$ cat config.mk
export PLATFORM = sky130hd
export DESIGN_NAME = phase_seq_ctrl
export DESIGN_NICKNAME = d
export VERILOG_FILES = /design/src/rtl/phase_seq_pkg.sv /design/src/rtl/phase_tick_gen.sv /design/src/rtl/phase_seq_ctrl.sv
export SDC_FILE = /design/constraint.sdc
export NUM_CORES = 1
export LEC_CHECK = 0
export ABC_AREA = 1
export BUFFER_PORTS_ARGS = -buffer_cell sky130_fd_sc_hd__buf_2
export CORE_MARGIN = 5
export CORE_UTILIZATION = 45
export CTS_BUF_LIST = sky130_fd_sc_hd__clkbuf_4
export CTS_CLUSTER_DIAMETER = 100
export DETAILED_ROUTE_END_ITERATION = 8
export PLACE_DENSITY_LB_ADDON = 0.3
export SLEW_MARGIN = 20
export SYNTH_ARGS = -nofsm -noshare
export SYNTH_HDL_FRONTEND = slang
export SYNTH_HIERARCHICAL = 1
export SYNTH_SLANG_ARGS = --single-unit
$ cat constraint.sdc
create_clock -name clk -period 2.2 [get_ports clk]
set_input_delay 0 -clock clk [delete_from_list [all_inputs] [get_ports clk]]
set_output_delay 0 -clock clk [all_outputs]
set_load 0.05 [all_outputs]
$ cat src/rtl/phase_seq_pkg.sv
// rtl/phase_seq_pkg.sv - shared state encoding and one-hot phase constants for phase_seq_ctrl
package phase_seq_pkg;

    typedef enum logic [1:0] {
        ST_IDLE = 2'd0,
        ST_RUN  = 2'd1,
        ST_DONE = 2'd2
    } state_t;

    localparam logic [3:0] PHASE_IDX0 = 4'b1000;
    localparam logic [3:0] PHASE_IDX1 = 4'b0100;
    localparam logic [3:0] PHASE_IDX2 = 4'b0010;
    localparam logic [3:0] PHASE_IDX3 = 4'b0001;

    function automatic logic [3:0] phase_onehot(input logic [1:0] idx);
        case (idx)
            2'd0:    return PHASE_IDX0;
            2'd1:    return PHASE_IDX1;
            2'd2:    return PHASE_IDX2;
            default: return PHASE_IDX3;
        endcase
    endfunction

endpackage

$ cat src/rtl/phase_tick_gen.sv
// rtl/phase_tick_gen.sv - step-rate divider, one tick every div+1 enabled cycles
module phase_tick_gen #(
    parameter int DIV_W = 8
) (
    input  logic             clk,
    input  logic             clr,
    input  logic             load,
    input  logic             enable,
    input  logic [DIV_W-1:0] div,
    output logic             tick
);

    logic [DIV_W-1:0] r_cnt;

    assign tick = enable && (r_cnt == div);

    // Restarting on every tick keeps the counter from ever wrapping past div.
    always_ff @(posedge clk) begin
        if (clr || load) begin
            r_cnt <= '0;
        end else if (enable) begin
            r_cnt <= tick ? '0 : r_cnt + DIV_W'(1);
        end
    end

endmodule

$ cat src/rtl/phase_seq_ctrl.sv
// rtl/phase_seq_ctrl.sv - 4-phase step sequencer with command handshake; PHASE_HOLD_EN holds phase outside RUN
module phase_seq_ctrl
    import phase_seq_pkg::*;
#(
    parameter int CNT_W = 16,
    parameter int DIV_W = 8
) (
    input  logic             clk,
    input  logic             clr,
    input  logic             cmd_valid,
    output logic             cmd_ready,
    input  logic             cmd_dir,
    input  logic [CNT_W-1:0] cmd_steps,
    input  logic [DIV_W-1:0] cmd_div,
    input  logic             abort,
    output logic [3:0]       phase,
    output logic             busy,
    output logic             done,
    output logic             step_pulse
);

    state_t           r_state;
    state_t           w_next_state;
    logic [1:0]       r_index;
    logic [CNT_W-1:0] r_remaining;
    logic [DIV_W-1:0] r_div;
    logic             r_dir;
    logic             r_step_pulse;
    logic             w_accept;
    logic             w_step;
    logic             w_tick;
    logic             w_run;

    assign w_run = (r_state == ST_RUN);

    phase_tick_gen #(.DIV_W(DIV_W)) u_tick (
        .clk    (clk),
        .clr    (clr),
        .load   (w_accept),
        .enable (w_run),
        .div    (r_div),
        .tick   (w_tick)
    );

    always_comb begin
        w_next_state = r_state;
        w_accept     = 1'b0;
        w_step       = 1'b0;
        case (r_state)
            ST_IDLE: begin
                if (cmd_valid) begin
                    w_accept     = 1'b1;
                    w_next_state = (cmd_steps == '0) ? ST_DONE : ST_RUN;
                end
            end
            ST_RUN: begin
                // abort wins over a coincident tick: no step is taken.
                if (abort) begin
                    w_next_state = ST_IDLE;
                end else if (w_tick) begin
                    w_step = 1'b1;
                    if (r_remaining == CNT_W'(1)) begin
                        w_next_state = ST_DONE;
                    end
                end
            end
            ST_DONE: w_next_state = ST_IDLE;
            default: w_next_state = ST_IDLE;
        endcase
    end

    always_ff @(posedge clk) begin
        if (clr) begin
            r_state      <= ST_IDLE;
            r_index      <= 2'd0;
            r_remaining  <= '0;
            r_div        <= '0;
            r_dir        <= 1'b0;
            r_step_pulse <= 1'b0;
        end else begin
            r_state      <= w_next_state;
            r_step_pulse <= w_step;
            if (w_accept) begin
                r_dir       <= cmd_dir;
                r_div       <= cmd_div;
                r_remaining <= cmd_steps;
            end
            if (w_step) begin
                r_index <= r_dir ? r_index - 2'd1 : r_index + 2'd1;
                if (r_remaining != '0) begin
                    r_remaining <= r_remaining - CNT_W'(1);
                end
            end
        end
    end

`ifdef PHASE_HOLD_EN
    // Position is only meaningful once a command has run since the last clear.
    logic r_started;

    always_ff @(posedge clk) begin
        if (clr) begin
            r_started <= 1'b0;
        end else if (w_accept) begin
            r_started <= 1'b1;
        end
    end

    always_comb begin
        phase = 4'b0000;
        if (w_run || r_started) begin
            phase = phase_onehot(r_index);
        end
    end
`else
    always_comb begin
        phase = 4'b0000;
        if (w_run) begin
            phase = phase_onehot(r_index);
        end
    end
`endif

    assign cmd_ready  = (r_state == ST_IDLE);
    assign busy       = (r_state != ST_IDLE);
    assign done       = (r_state == ST_DONE);
    assign step_pulse = r_step_pulse;

endmodule

# ---- After elaboration in Yosys (flattened, before gate mapping)
# Index checks and enable logic that the tools add are counted.
dict set report word_totals {
  register_bits 38
  out_inout_bits 8
}
dict set report op_classes {
  addsub 4
  n_eq_ne 9
  mux 18
  reduce_logical 8
}
# operator count
set ops {}
lappend ops {{two-way mux 16 bit} 3}
lappend ops {{equality test 16 x 1 -> 1 bit, second input constant} 1}
lappend ops {{logical NOT 16 bit} 1}
lappend ops {{nonzero test 16 bit} 1}
lappend ops {{subtractor 16 x 1 -> 16 bit, second input constant} 1}
lappend ops {{two-way mux 2 bit} 6}
lappend ops {{one-hot mux 4 bit (3 select lines)} 1}
lappend ops {{adder 8 x 1 -> 8 bit, second input constant} 1}
lappend ops {{equality test 8 bit} 1}
lappend ops {{two-way mux 8 bit} 1}
lappend ops {{!= test 3 bit, second input constant} 2}
lappend ops {{two-way mux 1 bit} 5}
lappend ops {{equality test 2 x 1 -> 1 bit, second input constant} 2}
lappend ops {{equality test 2 bit, second input constant} 2}
lappend ops {{logical NOT 2 bit} 2}
lappend ops {{two-way mux 4 bit} 1}
lappend ops {{one-hot mux 2 bit (2 select lines)} 1}
lappend ops {{AND reduction 3 bit} 1}
lappend ops {{adder 2 x 1 -> 2 bit, second input constant} 1}
lappend ops {{!= test 2 bit, second input constant} 1}
lappend ops {{nonzero test 2 bit} 1}
lappend ops {{subtractor 2 x 1 -> 2 bit, second input constant} 1}
lappend ops {{logical AND 1 bit} 1}
lappend ops {{logical OR 1 bit} 1}

# ---- Logic depth before layout (Yosys ltp)
# Gate-level depths: netlist of the first run.
dict set report depth {
  word_depth 6
  ltp_mapped 14
}

# ---- Cells and area by module
# The synthesis of the first run kept the hierarchy.
# mod instances cells_each area_each_um2 seq_area_each_um2
set by_module_without_submodules {}
lappend by_module_without_submodules {phase_seq_ctrl 1 302 1924.3 600.6}
lappend by_module_without_submodules {phase_tick_gen 1 102 579.3 160.2}

# ---- Worst setup path before layout of the first run
# Ideal clock, no wire load.
dict set report synth_path {
  path_kind {register -> register}
  from {register r_state[0]}
  to {register u_tick.r_cnt[7]}
  arrival_ns 1.623
  path_slack_ns 0.459
  path_stages_with_launch 8
  n_path_buf 1
  period_less_slack_ns 1.741
  path_cell_list {dfxtp_1 > nor2_2 > nand2_2 > clkinv_1 > buf_2 > nor2_1 > nand2_1 > nor2_1}
}
dict set report synth_via {
  elab_chain_cells 3
  elab_cells_between_ends 6
}
# item line_no
set synth_rtl {}
lappend synth_rtl {{start, declared} phase_seq_ctrl.sv:22} ;# state_t r_state;
lappend synth_rtl {{start signal, assigned} phase_seq_ctrl.sv:81} ;# r_state <= w_next_state;
lappend synth_rtl {{logical NOT 2 bit} --}
lappend synth_rtl {{via cmd_ready} phase_seq_ctrl.sv:11} ;# output logic cmd_ready,
lappend synth_rtl {{two-way mux 1 bit} phase_seq_ctrl.sv:49} ;# case (r_state)
lappend synth_rtl {{via w_accept} phase_seq_ctrl.sv:29} ;# logic w_accept;
lappend synth_rtl {{logical OR 1 bit} phase_tick_gen.sv:19} ;# if (clr || load) begin
lappend synth_rtl {{end signal, assigned} phase_tick_gen.sv:22} ;# r_cnt <= tick ? '0 : r_cnt + DIV_W'(1);
lappend synth_rtl {{end, declared} phase_tick_gen.sv:13} ;# logic [DIV_W-1:0] r_cnt;
# The timed path passes the listed nets, and every way through them passes these cells.
# A chain may end at the register's enable or synchronous reset.

# ---- Worst setup path in the final report of the first run
dict set report layout_path {
  from {register r_state[1]}
  to {register r_remaining[10]}
}
dict set report layout_via {
  elab_chain_cells 6
  elab_cells_between_ends 10
}
# item line_no
set layout_rtl {}
lappend layout_rtl {{equality test 2 x 1 -> 1 bit} phase_seq_ctrl.sv:34} ;# assign w_run = (r_state == ST_RUN);
lappend layout_rtl {{via w_run} phase_seq_ctrl.sv:32} ;# logic w_run;
lappend layout_rtl {{logical AND 1 bit} phase_tick_gen.sv:15} ;# assign tick = enable && (r_cnt == div);
lappend layout_rtl {{via w_tick} phase_seq_ctrl.sv:31} ;# logic w_tick;
lappend layout_rtl {{two-way mux 1 bit} phase_seq_ctrl.sv:60} ;# end else if (w_tick) begin
lappend layout_rtl {{two-way mux 1 bit} phase_seq_ctrl.sv:58} ;# if (abort) begin
lappend layout_rtl {{two-way mux 1 bit} phase_seq_ctrl.sv:49}
lappend layout_rtl {{two-way mux 16 bit} phase_seq_ctrl.sv:88} ;# if (w_step) begin
lappend layout_rtl {{end signal, assigned} phase_seq_ctrl.sv:86} ;# r_remaining <= cmd_steps;
lappend layout_rtl {{end signal, assigned} phase_seq_ctrl.sv:91} ;# r_remaining <= r_remaining - CNT_W'(1);
lappend layout_rtl {{end, declared} phase_seq_ctrl.sv:25} ;# logic [CNT_W-1:0] r_remaining;
# The timed path passes the listed nets, and every way through them passes these cells.

==> impl.org, run 1 <==
** Final layout
- From synthesis to final layout, the design area changed by 16.1%.
- Nets :: 490
- Leading cell type in the layout, fill and taps excluded :: nand2_1
- Proportion of layout cells with a drive suffix above 1 :: 0.167
- Ant. Diodes :: 0
- In the layout the commonest cells are 101 x nand2_1, 79 x nor2_1, 55 x inv_1, 38 x dfxtp_1, 36 x buf_2.
- Number of fill cells in the layout :: between 500 and 600
- At the end of the flow the core is filled with cells to 0.531.

** Place
- The congestion estimate from routability-driven global placement came to 0.869.
- During placement, the flow inserted port buffers numbering 36.
- Sum of net half-perimeters after detailed placement :: ~4.4 mm

** Clock network
- H-Tree Depth :: 2
- After clock tree synthesis, the clock-pin slew on the worst setup and hold paths is 120 ps.
- For the worst-skew pair, the clock arrives at the later sink with an insertion delay of 350 ps.
- The longest clock path from root to sink contains 2 buffers.
- Number of sinks on the clock net :: 38
- Clock tree synthesis inserted a total of 5 buffers.
- TritonCTS built the clock tree.
- After clock tree synthesis, the repair step resized 0 gates.
- Cell at the root of the clock tree :: clkbuf_4

** Setup path
- Startpoint-to-endpoint class of the critical path :: flip-flop to flip-flop
- Worst setup slack for register-to-register paths :: around 260 ps
- In this run the worst path has a maximum fanout of 18.
- STA classifies the critical path startpoint as a flip-flop.
- At the worst endpoint, the arrival time is 2200 ps.
- Worst-path cell with the longest stage delay :: dfxtp_1
- The largest single stage delay on the critical path is 340 ps.
- Cell type group with the largest total delay on the critical path :: simple AND/OR/NAND/NOR gates
- Together, buffers and inverters on the worst path number 4.
- Critical Path Sink Type :: flip-flop
- STA puts the critical path data required time at ~2500 ps.
- Traced cell by cell, the critical path runs through inv_1 > nand2_1 > inv_1 > nand3_1 > nor2_1 > nand3_1 > inv_1 > nand2_1 > nor2_4 > nand2_4 > inv_4 > nand3_1 > and2_1.

** GRT
- The number of global-route vias before repair came to between 2k and 2.5k.
- Global Route met1 Usage :: 0.222
- After global routing the overflow that remains totals 0.
- First-pass GRT wire length :: 10.7 mm
- GRT Resource Usage Total :: 0.181
- For this run, global-route usage on met2 was measured as 0.316.
- Pin count of the biggest net entering global routing :: 35
- Number of antenna violations at the first check in global routing :: 0
- Met3 usage :: 0.0334
- Most crowded layer after global routing :: met2

** Pwr
- The completed layout was analyzed and its total power is about 1.6 mW.
- Leakage component of the power :: around 1.4 nW
- Pwr/cell area :: about 550 nW/um^2
- Maximum ir drop on the vdd rail :: 0.353 mV

** STA
- Setup repair after global routing left no endpoint under its margin.
- Dividing the final minimum period by the clock period gives 0.881.
- For the final routed database, the setup TNS stands at 0 ps.
- Max transition margin :: 0.472
- Achievable frequency :: just over 500 MHz
- Setup violations remaining at the end of the flow were counted as 0.
- For the pin with the worst max-slew slack, the measured transition is 791 ps.
- The worst path in the final design needs a cycle of 1940 ps, including I/O delays and setup.
- Fin. Hold Viols :: 0
- Total count of max-transition violations in the final report :: 0
- Post-Route Skew :: 4.12 ps

** Floorplanning
- Area of the core region :: 5470 um^2
- The initial utilization of the core area, before any placement, comes to 0.457.
- Standard-cell row count :: 27
- The floorplan step defined a die boundary enclosing 7160 um^2.
- In this run the horizontal extent of the chip is approximately 85 um.
- Chip Height :: 84.6 um
- Number of primary I/O pins :: 37

** Routing
- For this block, the via count after detailed routing is 2494.
- Drt drc :: 0
- The count of nets left with antenna violations once routing finished came out at 0.
- The first detailed-routing pass ran for 4 iterations.
- The detailed router finished its first iteration with 128 violations.
- Dividing the detail-routed via count by the number of cells gives 4.74.
- WL per Instance :: roughly 12 um
- Routed wire length :: roughly 6 mm

** Synth
- Total of warnings raised by yosys :: 6
- Counting flops and latches in the post-synthesis netlist gives 38.
- Post-synthesis area per instance :: 6.20 um^2
- The share of synthesized area in the top cell type comes to 0.304.
- The biggest area contributor in the post-synthesis netlist is dfxtp_1.
- Synthesized netlist cell count :: between 400 and 500
- Netlist area before placement :: 2500 um^2
- In this run, distinct cell masters in the synthesized netlist total 27.
- Net Count, Synth :: 441
- Share of synthesized area occupied by flip-flops and latches :: 0.304
- Sorting the synthesized cells by area gives the leading types as dfxtp_1 30%, nand2_1 15%, nor2_1 12%.

** Min path
- The worst hold path belongs to the class input pin to flip-flop.

** Job
- Across the run, the number of max-cap violations was 0.

** Outcome
- The run finished with clean final reports.
## cells by family after synthesis
logic type / after synthesis / synth area share
simple gates: 230 / 0.401
compound gates: 51 / 0.108
flops: 38 / 0.304
buf+inv: 66 / 0.109
fa+ha+maj: 8 / 0.0400
xor+xnor: 11 / 0.0385
## cell usage after synthesis
| master | n |
|---|---|
| nand3b_1 | 1 |
| xor2_1 | 11 |
| inv_2 | 1 |
| inv_1 | 55 |
| o21ai_0 | 32 |
| o21ai_1 | 4 |
| dfxtp_1 | 38 |
| buf_2 | 3 |
| nand3_1 | 21 |
| and2_1 | 1 |
| nor2_4 | 5 |
| ha_1 | 8 |
| nor2_2 | 11 |
| a21oi_1 | 11 |
| clkinv_1 | 1 |
| inv_4 | 1 |
| nand2_4 | 1 |
| clkbuf_1 | 2 |
| buf_6 | 1 |
| nand2_2 | 6 |
| a21oi_2 | 4 |
| nand2_1 | 101 |
| nand4_1 | 3 |
| nor2_1 | 79 |
| nor3_4 | 1 |
| buf_1 | 1 |
| buf_8 | 1 |
## metrics by stage
stage	cell area, um^2	hold slack, ps	setup slack, ps	cells
after floorplan	2500	69.1	459	404
after global placement	2740	251	348	507
after detailed placement	2740	261	281	507
after CTS	2910	2.72	262	526
after global routing	2910	16.5	8.56	526
final	2910	9.98	261	526
## power by group
part,switching (mW),leakage [nW],internal (mW)
clock network,0.255,0.0286,0.119
registers,0.0421,0.312,0.730
logic,0.282,1.07,0.167
## state kept, by name, indices dropped and copies added, names as in the netlist
name	flops
r_dir	1
r_div	8
r_index	2
r_remaining	16
r_state	2
step_pulse	1
u_tick/r_cnt	8
## worst register-to-register path, delay by kind of cell (launching register included)
kind                   cells  cell delay [ps]
AND/OR/NAND/NOR            9              990
buffers and inverters      4              530
flip-flops                 1              340
## area by class of cell
type                       instances  area (um^2)  area share
multi-input combinational        300         1470       0.506
sequential                        38          761       0.262
timing repair buffer              50          313       0.108
inverter                          58          220      0.0757
tap                               72         90.1      0.0310
clock buffer                       5         37.5      0.0129
clock inverter                     3         16.3     0.00559
## final timing paths
path	start	endpoint	depth (start not counted)
worst min register to register	u_tick/r_cnt[5]	u_tick/r_cnt[5]	2
worst max-delay path	r_state[1]	r_remaining[10]	13
worst min-delay path	cmd_valid	r_state[1]	5
worst max register to register	r_state[1]	r_remaining[10]	13
## what timing repair did
item / 4_1_cts / 5_1_grt
hold buffers: 11 / 0
setup endpoints to repair: 0 / 0
endpoints found under the hold margin: 13 / 0
buffers inserted: 0 / 0
## metal layers
| metal | wire length [um] | share of wire | vias up |
|---|---|---|---|
| li1 | - | - | 1333 |
| met1 | 2760 | 0.45 | 1115 |
| met2 | 2950 | 0.49 | 39 |
| met3 | 251 | 0.041 | 7 |
| met4 | 106 | 0.017 | 0 |
| met5 | 0 | 0 | - |
Power figures use the tool's default switching activity.
==> run 2, diff against run 1 <==
ABC_AREA = default   (was 1)
==> impl.org, run 2 <==
** Final layout
- Ant. Diodes :: 0 (unchanged)
- The number of flip-flops under the largest register name came to 16 (unchanged).
- Number of fill cells in the layout :: 417 (-30%)
- The number of nets in the layout was 371 (-24%).
- Multi-input gate area in the final layout :: 1370 um^2 (-7.1%)
- Proportion of layout cells with a drive suffix above 1 :: 0.245 (+0.0774)
- Register area :: 763 um^2 (+0.33%)
- In the final layout, the registers with the most flip-flops are r_remaining (16), r_div (8), u_tick/r_cnt (8).
- Area growth from synthesis to layout :: 30.9%
- The library cells used most frequently in the layout, excluding fill and tap cells, are 36 x nand2_1, 36 x buf_2, 36 x dfxtp_1, 23 x dlygate4sd3_1, 22 x nor2_1.
- Register name with the most flops :: r_remaining

** Synth
- Fraction of post-synthesis cell area in the top cell type by area :: 0.342 (+0.0379)
- Synthesized netlist cell count :: 261 (-35%)
- Netlist area before placement :: 2230 um^2 (-11%)
- The count of state elements after synthesis came to 38 (unchanged).
- The number of distinct standard cells referenced by the synthesized netlist is 57 (+110%).
- Net Count, Synth :: 298 (-32%)
- The proportion of synthesized flip-flops having asynchronous set or reset was 0 (unchanged).
- The number of synthesized flops with an enable pin was 0 (unchanged).
- The most used flip-flop cell after synthesis is dfxtp_1.
- Most area-consuming cells after synthesis :: dfxtp_1 34%, nand2_1 6.1%, xnor2_1 5.1%
- Yosys top cell by area :: dfxtp_1
- Post-synthesis area per instance :: 8.53 um^2 (+38%)
- The sequential element share of the synthesized area came to 0.342 (+0.0379).
- Cell with the most instances after synthesis :: dfxtp_1
- Commonest cells in the netlist :: 38 x dfxtp_1, 36 x nand2_1, 22 x nor2_1
- The number of warnings reported in the yosys synthesis log was 6 (unchanged).

** GRT
- First-pass GRT wire length :: 9.85 mm (-7.9%)
- Grt ovf :: 0 (unchanged)
- Number of antenna violations at the first check in global routing :: 0 (unchanged)
- Pin count of the biggest net entering global routing :: 32 (-8.6%)
- The total routing usage reported by global routing came to 0.194 (+0.0131).
- Vias in the first global route :: 2159 (-11%)

** Job
- Number of max-cap violations :: 0 (unchanged)

** Floorplanning
- The horizontal die dimension was 80.3 um (-5.0%).
- The die footprint came to 6450 um^2 (-9.8%).
- Area of the core region :: 4750 um^2 (-13%)
- Standard-cell row count :: 25 (-7.4%)
- Chip Height :: 80.3 um (-5.0%)
- The I/O pin total was 37 (unchanged).
- The initial core utilization came to 0.468 (+0.0107).

** STA
- The headroom to the max-slew limit is 0.592 (+0.120).
- Transition time at the pin with the least slew margin :: 612 ps (-179 ps)
- Setup Total Neg Slack :: 0 ps (unchanged)
- The count of final max-slew check failures is 0 (unchanged).
- The final hold violation count was 0 (unchanged).
- Tmin final :: 2050 ps (+107 ps)
- Achievable frequency :: 489 MHz (-5.2%)
- Number of setup violations in the final report :: 0 (unchanged)
- Post-Route Skew :: 13.7 ps (+9.55 ps)
- The ratio of final minimum period to clock period came to 0.930 (+0.0487).
- Setup ws final :: 154 ps (-107 ps)
- Setup repair after global routing left no endpoint under its margin.

** Setup path
- Critical path fanouts, max :: 5 (-13)
- WP data required :: 2430 ps (-30 ps)
- Worst-path cell with the longest stage delay :: or4_1
- The peak per-stage delay on the critical path was 450 ps (+110 ps).
- The worst endpoint data arrival time came to 2270 ps (+70 ps).
- STA classifies the critical path startpoint as a flip-flop.
- Traced cell by cell, the critical path runs through xnor2_1 > nand3_2 > nor3_4 > nand4bb_1 > or4_1 > o211ai_1 > a21oi_1.
- Critical Path Sink Type :: flip-flop
- The worst setup path is of the flip-flop to flip-flop kind.

** Clock network
- TritonCTS built the clock tree.
- The number of H-tree branching levels came to 2 (unchanged).
- Number of sinks on the clock net :: 38 (unchanged)
- Clk_lat worst skew :: 350 ps (about the same)
- The maximum buffer depth of the clock tree is 2 (unchanged).
- Cell at the root of the clock tree :: clkbuf_4
- Number of buffers created by CTS :: 5 (unchanged)
- The register clock-pin slew on the reported worst setup and hold paths is 130 ps (about the same).

** Routing
- Vias per std cell :: 5.51 (+16%)
- Detailed-routing iteration count for the pre-antenna-repair pass :: 5 (+1)
- Drt drc :: 0 (unchanged)
- Initial drt markers :: 130 (+1.6%)
- Antenna violation net count after detailed routing :: 0 (unchanged)
- The number of vias in the routed layout came to 2216 (-11%).
- The wire length reported by the detailed router is 5.79 mm (-4.7%).
- The final routed wire length divided by cell count came to 14.4 um (+25%).

** Pwr
- Pwr/cell area :: 617 nW/um^2 (+12%)
- Maximum ir drop on the vdd rail :: 0.321 mV (-9.1%)
- Leakage component of the power :: 1.15 nW (-19%)

** Min path
- The min-delay analysis places its worst path in the category input pin to flip-flop.

** Outcome
- The run finished with clean final reports.

** Place
- The setup slack at placement is 11.2 ps (-270 ps).
- Number of buffers added on ports :: 36 (unchanged)
- RePlAce Congestion :: 0.865 (-0.45%)
- Sum of net half-perimeters after detailed placement :: 4.08 mm (-8.0%)
==> run 2: cell count changes after synthesis, moves of 7 or more <==
| cell | before | now |
|---|---|---|
| nand2_1 | 101 | 36 |
| a31oi_1 | 0 | 7 |
| xnor2_1 | 0 | 13 |
| inv_1 | 55 | 7 |
| nor2_2 | 11 | 0 |
| nand3_1 | 21 | 4 |
| o21ai_0 | 32 | 1 |
| nor2_1 | 79 | 22 |
| xor2_1 | 11 | 4 |
| nor4_1 | 0 | 8 |
==> run 2: cells by family (layout without fill, tap and decap cells) <==
group,Yosys count,in the layout,share of synthesized area
AND/OR/NAND/NOR,122,122,0.314
AO/OA/AOI/OAI,55,55,0.179
flip-flops,38,38,0.342
buffers and inverters,21,95,0.0534
XOR/XNOR,17,17,0.0669
adder cells (fa/ha/maj),8,8,0.0450
==> run 2: final cells by class <==
type,instances,area share
inverters,8,0.0103
multi-input cells,202,0.469
well taps,67,0.0288
repair buffers,79,0.194
clock buffers,5,0.0129
flip-flops and latches,38,0.262
clock inverters,3,0.0236
==> run 2: worst paths after layout <==
| check | startpoint | endpoint | slack, ps | depth (start not counted) |
|---|---|---|---|---|
| hold / removal | abort | r_state[1] | 5 | 3 |
| setup reg to reg | u_tick/r_cnt[7] | r_remaining[3] | 150 | 7 |
| hold reg to reg | r_div[0] | r_div[0] | 480 | 2 |
| setup / recovery | u_tick/r_cnt[7] | r_remaining[3] | 150 | 7 |
==> run 2: routing by layer <==
layer  GRT usage  vias to the layer above  part of all wire
li1            -                     1114                 -
met1       0.243                     1029              0.44
met2       0.329                       62              0.48
met3      0.0404                       11             0.058
met4      0.0625                        0             0.019
met5           0                        -                 0
==> run 2: critical path, delay by kind of cell (launching register included) <==
| kind | cells | cell delay, ps |
|---|---|---|
| simple gates | 4 | 1060 |
| compound gates | 2 | 260 |
| flops | 1 | 370 |
| xor+xnor | 1 | 230 |
==> run 2: repair_timing <==
item	4_1_cts	5_1_grt
hold buffers	23	0
endpoints found under the setup margin	1	14
pin swaps	1	1
cloned	0	0
resized for setup	0	6
endpoints found under the hold margin	23	0
buffers inserted	1	0
==> run 2: through the flow <==
step,area [um^2],power [mW],utilization,instances,hold WS (ps)
2_1_floorplan,2230,1.03,-,261,136
3_3_place_gp,2540,1.15,0.535,370,242
3_5_place_dp,2540,1.16,0.535,370,245
4_1_cts,2890,1.80,0.607,402,0.258
5_1_grt,2910,1.88,0.613,402,21.1
6_report,2910,1.80,0.613,402,5.06
==> run 2: power breakdown <==
group / switching, mW / total, mW / internal (mW)
combinational: 0.229 / 0.419 / 0.190
clock: 0.256 / 0.612 / 0.356
sequential: 0.0428 / 0.766 / 0.724
total: 0.528 / 1.80 / 1.27
